File: config.mk
export PLATFORM = sky130hd
export DESIGN_NAME = bbc_host_sram_arbiter
export DESIGN_NICKNAME = d
export VERILOG_FILES = /design/src/rtl/bbc_host_sram_arbiter.sv
export SDC_FILE = /design/constraint.sdc
export NUM_CORES = 1
export LEC_CHECK = 0
export CAP_MARGIN = 20
export CORE_AREA = 4 4 192 194
export DETAILED_ROUTE_END_ITERATION = 8
export DIE_AREA = 0 0 196 198
export PLACE_DENSITY = 0.45
export SYNTH_ARGS = -nofsm -noshare
export SYNTH_HDL_FRONTEND = slang
export SYNTH_SLANG_ARGS = --single-unit
File: constraint.sdc
create_clock -name clk -period 8.8 [get_ports clk]
set_input_delay 0.88 -clock clk [delete_from_list [all_inputs] [get_ports clk]]
set_output_delay 0.88 -clock clk [all_outputs]
set_load 0.02 [all_outputs]
File: src/rtl/bbc_host_sram_arbiter.sv
`timescale 1ns/1ps
// bbc_host_sram_arbiter
// Round-robin arbiter sharing the single host SRAM port between two masters.
// One transfer per grant. An in-order tag FIFO steers each read return to
// the requester that issued that read.
module bbc_host_sram_arbiter #(
    parameter int unsigned TAG_DEPTH = 4
) (
    input  logic        clk,
    input  logic        reset_n,

    input  logic        a_req__valid,
    input  logic        a_req__read_enable,
    input  logic        a_req__write_enable,
    input  logic [7:0]  a_req__select,
    input  logic [23:0] a_req__address,
    input  logic [63:0] a_req__write_data,
    output logic        a_rsp__ack,
    output logic        a_rsp__read_data_valid,
    output logic [63:0] a_rsp__read_data,

    input  logic        b_req__valid,
    input  logic        b_req__read_enable,
    input  logic        b_req__write_enable,
    input  logic [7:0]  b_req__select,
    input  logic [23:0] b_req__address,
    input  logic [63:0] b_req__write_data,
    output logic        b_rsp__ack,
    output logic        b_rsp__read_data_valid,
    output logic [63:0] b_rsp__read_data,

    output logic        host_sram_request__valid,
    output logic        host_sram_request__read_enable,
    output logic        host_sram_request__write_enable,
    output logic [7:0]  host_sram_request__select,
    output logic [23:0] host_sram_request__address,
    output logic [63:0] host_sram_request__write_data,
    input  logic        host_sram_response__ack,
    input  logic        host_sram_response__read_data_valid,
    input  logic [63:0] host_sram_response__read_data,

    output logic        arb_error,
    output logic [4:0]  outstanding_reads
);

    localparam int unsigned PTR_W   = (TAG_DEPTH > 1) ? $clog2(TAG_DEPTH) : 1;
    localparam logic [4:0]  DEPTH_5 = 5'(TAG_DEPTH);

    localparam logic [1:0] ST_IDLE    = 2'd0;
    localparam logic [1:0] ST_GRANT_A = 2'd1;
    localparam logic [1:0] ST_GRANT_B = 2'd2;

    // Tag values double as the last_grant encoding.
    localparam logic TAG_A = 1'b0;
    localparam logic TAG_B = 1'b1;

    logic [1:0]       state, state_nxt;
    logic             last_grant, last_grant_nxt;
    logic [4:0]       count;
    logic [PTR_W-1:0] wr_ptr, rd_ptr;
    logic             tag_mem [TAG_DEPTH];

    logic grant_a, grant_b;
    logic a_eligible, b_eligible;
    logic xfer_done, push, pop, push_tag, head_tag;
    logic fifo_empty, room_for_read;
    logic rd_error, drop_error;

    assign grant_a       = (state == ST_GRANT_A);
    assign grant_b       = (state == ST_GRANT_B);
    assign fifo_empty    = (count == '0);
    assign room_for_read = (count < DEPTH_5);

    assign a_eligible = a_req__valid & (~a_req__read_enable | room_for_read);
    assign b_eligible = b_req__valid & (~b_req__read_enable | room_for_read);

    // Host request: pass the granted requester through, all zero otherwise.
    always_comb begin
        host_sram_request__valid        = 1'b0;
        host_sram_request__read_enable  = 1'b0;
        host_sram_request__write_enable = 1'b0;
        host_sram_request__select       = '0;
        host_sram_request__address      = '0;
        host_sram_request__write_data   = '0;
        if (grant_a) begin
            host_sram_request__valid        = a_req__valid;
            host_sram_request__read_enable  = a_req__read_enable;
            host_sram_request__write_enable = a_req__write_enable;
            host_sram_request__select       = a_req__select;
            host_sram_request__address      = a_req__address;
            host_sram_request__write_data   = a_req__write_data;
        end else if (grant_b) begin
            host_sram_request__valid        = b_req__valid;
            host_sram_request__read_enable  = b_req__read_enable;
            host_sram_request__write_enable = b_req__write_enable;
            host_sram_request__select       = b_req__select;
            host_sram_request__address      = b_req__address;
            host_sram_request__write_data   = b_req__write_data;
        end
    end

    assign xfer_done  = host_sram_request__valid & host_sram_response__ack;
    assign drop_error = (grant_a | grant_b) & ~host_sram_request__valid;
    // Read+write together counts as a read.
    assign push       = xfer_done & host_sram_request__read_enable;
    assign push_tag   = grant_b ? TAG_B : TAG_A;

    assign head_tag = tag_mem[rd_ptr];
    assign pop      = host_sram_response__read_data_valid & ~fifo_empty;
    assign rd_error = host_sram_response__read_data_valid & fifo_empty;

    assign a_rsp__ack             = grant_a & host_sram_response__ack;
    assign b_rsp__ack             = grant_b & host_sram_response__ack;
    assign a_rsp__read_data_valid = pop & (head_tag == TAG_A);
    assign b_rsp__read_data_valid = pop & (head_tag == TAG_B);
    assign a_rsp__read_data       = host_sram_response__read_data;
    assign b_rsp__read_data       = host_sram_response__read_data;
    assign outstanding_reads      = count;

    // Next grant state and round-robin pointer.
    always_comb begin
        state_nxt      = state;
        last_grant_nxt = last_grant;
        case (state)
            ST_IDLE: begin
                if (a_eligible && b_eligible)
                    state_nxt = (last_grant == TAG_A) ? ST_GRANT_B : ST_GRANT_A;
                else if (a_eligible)
                    state_nxt = ST_GRANT_A;
                else if (b_eligible)
                    state_nxt = ST_GRANT_B;
            end
            ST_GRANT_A, ST_GRANT_B: begin
                if (xfer_done) begin
                    state_nxt      = ST_IDLE;
                    last_grant_nxt = push_tag;
                end else if (drop_error) begin
                    state_nxt = ST_IDLE;
                end
            end
            default: state_nxt = ST_IDLE;
        endcase
    end

    // Control registers: grant state, fairness bit, FIFO pointers, sticky error.
    always_ff @(posedge clk or negedge reset_n) begin
        if (!reset_n) begin
            state      <= ST_IDLE;
            last_grant <= TAG_B;
            count      <= '0;
            wr_ptr     <= '0;
            rd_ptr     <= '0;
            arb_error  <= 1'b0;
        end else begin
            state      <= state_nxt;
            last_grant <= last_grant_nxt;
            if (push)
                wr_ptr <= wr_ptr + PTR_W'(1);
            if (pop)
                rd_ptr <= rd_ptr + PTR_W'(1);
            case ({push, pop})
                2'b10:   count <= count + 5'd1;
                2'b01:   count <= count - 5'd1;
                default: count <= count;
            endcase
            if (rd_error || drop_error)
                arb_error <= 1'b1;
        end
    end

    // Tag storage; contents are meaningless outside the valid window.
    always_ff @(posedge clk) begin
        if (push)
            tag_mem[wr_ptr] <= push_tag;
    end

endmodule
==> summary.txt <==
status = finished clean
clock skew = 0.964 ps
routed vias = 3802
PD cells = 226 nW/um^2
ANT cells = 0
Post-CTS Setup Bufs = 0
drt drc = 0
syn nets = 810
Clock Tree Root = clkbuf_16
Seq/Total Area, Yosys = 13.2%
CTS tree = yes
Placed Instances = 1145
Final setup viols = 0
cell breakdown of the critical path = inv_1 > ha_4 > buf_4 > nand2_1 > nand2_2 > and3_1 > inv_1 > ha_1 > xor2_1 > ha_1 > or4b_1 > o32ai_1 > a211oi_1 > xnor2_1
Clock Sink Count = 17
CTS buffer count = 3
Vias/cell = 3.31
WL/cell = 15.4 um
hold slack final = 472 ps
first-pass GRT wire length = 24500 um
CORE AREA = 35200 um^2
htree depth = 1
HPWL after DPL = 15400 um
f_max = 214 MHz
Port-buffer cells = 310
Unique masters post-synth = 39
Final min period = 4670 ps
Hold Fails Final Rpt = 0
Placer Congestion = 0.757
post-CTS sizing = 0
Layout area overhead = 79.2%
Worst Setup Start Kind = flop
Nets = 966
RSZ-0062 raised after global routing = no
initial antenna violation count = 1
Worst-path clk slew = 50 ps
MaxCap Viol Count = 0
top sig layer = met5
Met1 Wirelength = 6170 um
gr ovfl total = 0
Peak VDD IR = 137 uV
synthesis warning total = 0
met3 wire length = 2420 um
endpoint class of the critical path = flop
Die X = 196 um
async set or reset register ratio after synthesis = 76.5%
Non-Filler Instances = 1149
crit-path max cell delay = 760 ps
fraction of layout cells with a size suffix above 1 = 2.18%
Arrival @ worst endpoint = 4800 ps
#FFs+latches synth = 17
Clk Latency, worst-skew pair = 250 ps
met2 WL = 8900 um
Max FO, Critical Path = 102
Final TNS setup = 0 ps
Longest Clk Path Bufs = 2
CP Class = reg -> reg
Rows = 69
DR iter-0 viols = 159
final slew viol count = 0
Hold Crit Class = reg -> reg
DRT Wirelength = 17700 um
CTS Hold Bufs = 0
First-pass DRT Iterations = 4
worst endpoint required time = 8930 ps
Post-DRT Antenna Nets = 0
Synth Instances = 533
vias in the first global route = 3809
Most used DFF post-synth = dfrtp_1
Worst Tran Pin Value = 902 ps
Starting Density = 9.62%
relative slew slack = 39.9%
largest net degree at the start of global routing = 103
GRT Total Usage = 8.16%
die area = 38800 um^2
leakage = 2.06 nW
die span in y = 198 um
final worst path period share = 53.0%
Netlist Area Pre-Place = 3390 um^2
EDFF count, synth = 4
io pins = 503
slowest library cell on the worst path = buf_4
Avg Inst Size Synth = 6.36 um^2
## synthesized netlist by cell type (2+ instances only)
| cell type | n | area (um^2) |
|---|---|---|
| a31oi_1 | 2 | 12.5 |
| a22o_1 | 13 | 114 |
| o32ai_1 | 3 | 26.3 |
| nor2_1 | 6 | 22.5 |
| buf_1 | 2 | 7.51 |
| nand3_1 | 2 | 10.0 |
| xnor2_1 | 5 | 43.8 |
| ha_1 | 11 | 138 |
| buf_2 | 13 | 65.1 |
| a21oi_1 | 5 | 25.0 |
| dfrtp_1 | 12 | 300 |
| inv_1 | 10 | 37.5 |
| mux2_2 | 2 | 22.5 |
| nor2b_1 | 2 | 12.5 |
| clkbuf_1 | 16 | 60.1 |
| and2_1 | 7 | 43.8 |
| buf_4 | 129 | 968 |
| nand2b_1 | 3 | 18.8 |
| nand2_1 | 174 | 653 |
| and3_1 | 2 | 12.5 |
| o21ai_0 | 89 | 445 |
| edfxtp_1 | 4 | 120 |
| xor2_1 | 3 | 26.3 |
| buf_6 | 2 | 22.5 |
| nor3_1 | 2 | 10.0 |
## placed cells by master (no fill, tap or decap), types with 4 or more instances in the layout
| cell | instances |
|---|---|
| a21oi_1 | 5 |
| a22o_1 | 13 |
| and2_1 | 7 |
| clkdlybuf4s50_1 | 310 |
| dfrtp_1 | 12 |
| edfxtp_1 | 4 |
| ha_1 | 9 |
| inv_1 | 10 |
| nand2_1 | 174 |
| nor2_1 | 6 |
| o21ai_0 | 89 |
| xnor2_1 | 5 |
## layer usage
metal | vias up | track usage, %
li1 | 1915 | -
met1 | 1587 | 8.62
met2 | 281 | 14.4
met3 | 17 | 4.75
met4 | 2 | 1.24
met5 | - | 0
## per-stage QoR
step,utilization (%),setup WS (ps),power [mW],cell area (um^2)
floorplan,-,5300,0.817,3390
global placement,17.0,4240,1.30,5990
detailed placement,17.0,4130,1.30,5990
CTS,17.2,4120,1.40,6070
global route,17.2,3690,1.48,6070
finish,17.2,4130,1.37,6070
## critical path, delay by kind of cell (launching register included)
family | cells | cell delay, ps
adders and majority gates | 3 | 1180
AOI/OAI and AO/OA | 2 | 240
buffers and inverters | 3 | 1010
and+or+nand+nor | 4 | 1200
DFF | 1 | 400
xor gates and xnor gates | 2 | 320
## cell type report
type	instances	area, um^2
repair buffers	313	3130
fillers	4042	29200
inverters	10	37.5
clock buffers	4	78.8
flip-flops and latches	17	447
multi-input cells	344	1810
well taps	461	577
## cell families after synthesis
family | count (synthesis) | share of synthesized area (%)
AOI/OAI and AO/OA | 116 | 19.9
adders and majority gates | 11 | 4.06
and+or+nand+nor | 205 | 24.7
buffers and inverters | 172 | 34.3
muxes | 4 | 1.77
DFF | 17 | 13.2
xor gates and xnor gates | 8 | 2.07
## path summary, 6_finish.rpt
kind / to / start / slack, ps / cells past startpoint
setup / recovery: outstanding_reads[4] / state[1] / 4130 / 14
hold / removal: arb_error / arb_error / 470 / 2
setup reg to reg: outstanding_reads[4] / state[1] / 4130 / 14
hold reg to reg: arb_error / arb_error / 470 / 2
max in group asynchronous: arb_error / reset_n / 7330 / 1
min in group asynchronous: rd_ptr[1] / reset_n / 1040 / 1
## state kept, by name, summed over array words and instances, names as in the netlist
name               cells
outstanding_reads      5
rd_ptr                 2
wr_ptr                 2
state                  2
last_grant             1
arb_error              1
tag_mem                4
## where the power goes
group	leakage (nW)	internal, mW	switching (mW)
combinational	1.83	0.515	0.611
sequential	0.186	0.111	0.0413
clock	0.0382	0.0615	0.0303
Note: power is estimated with default switching activity, not from simulation.
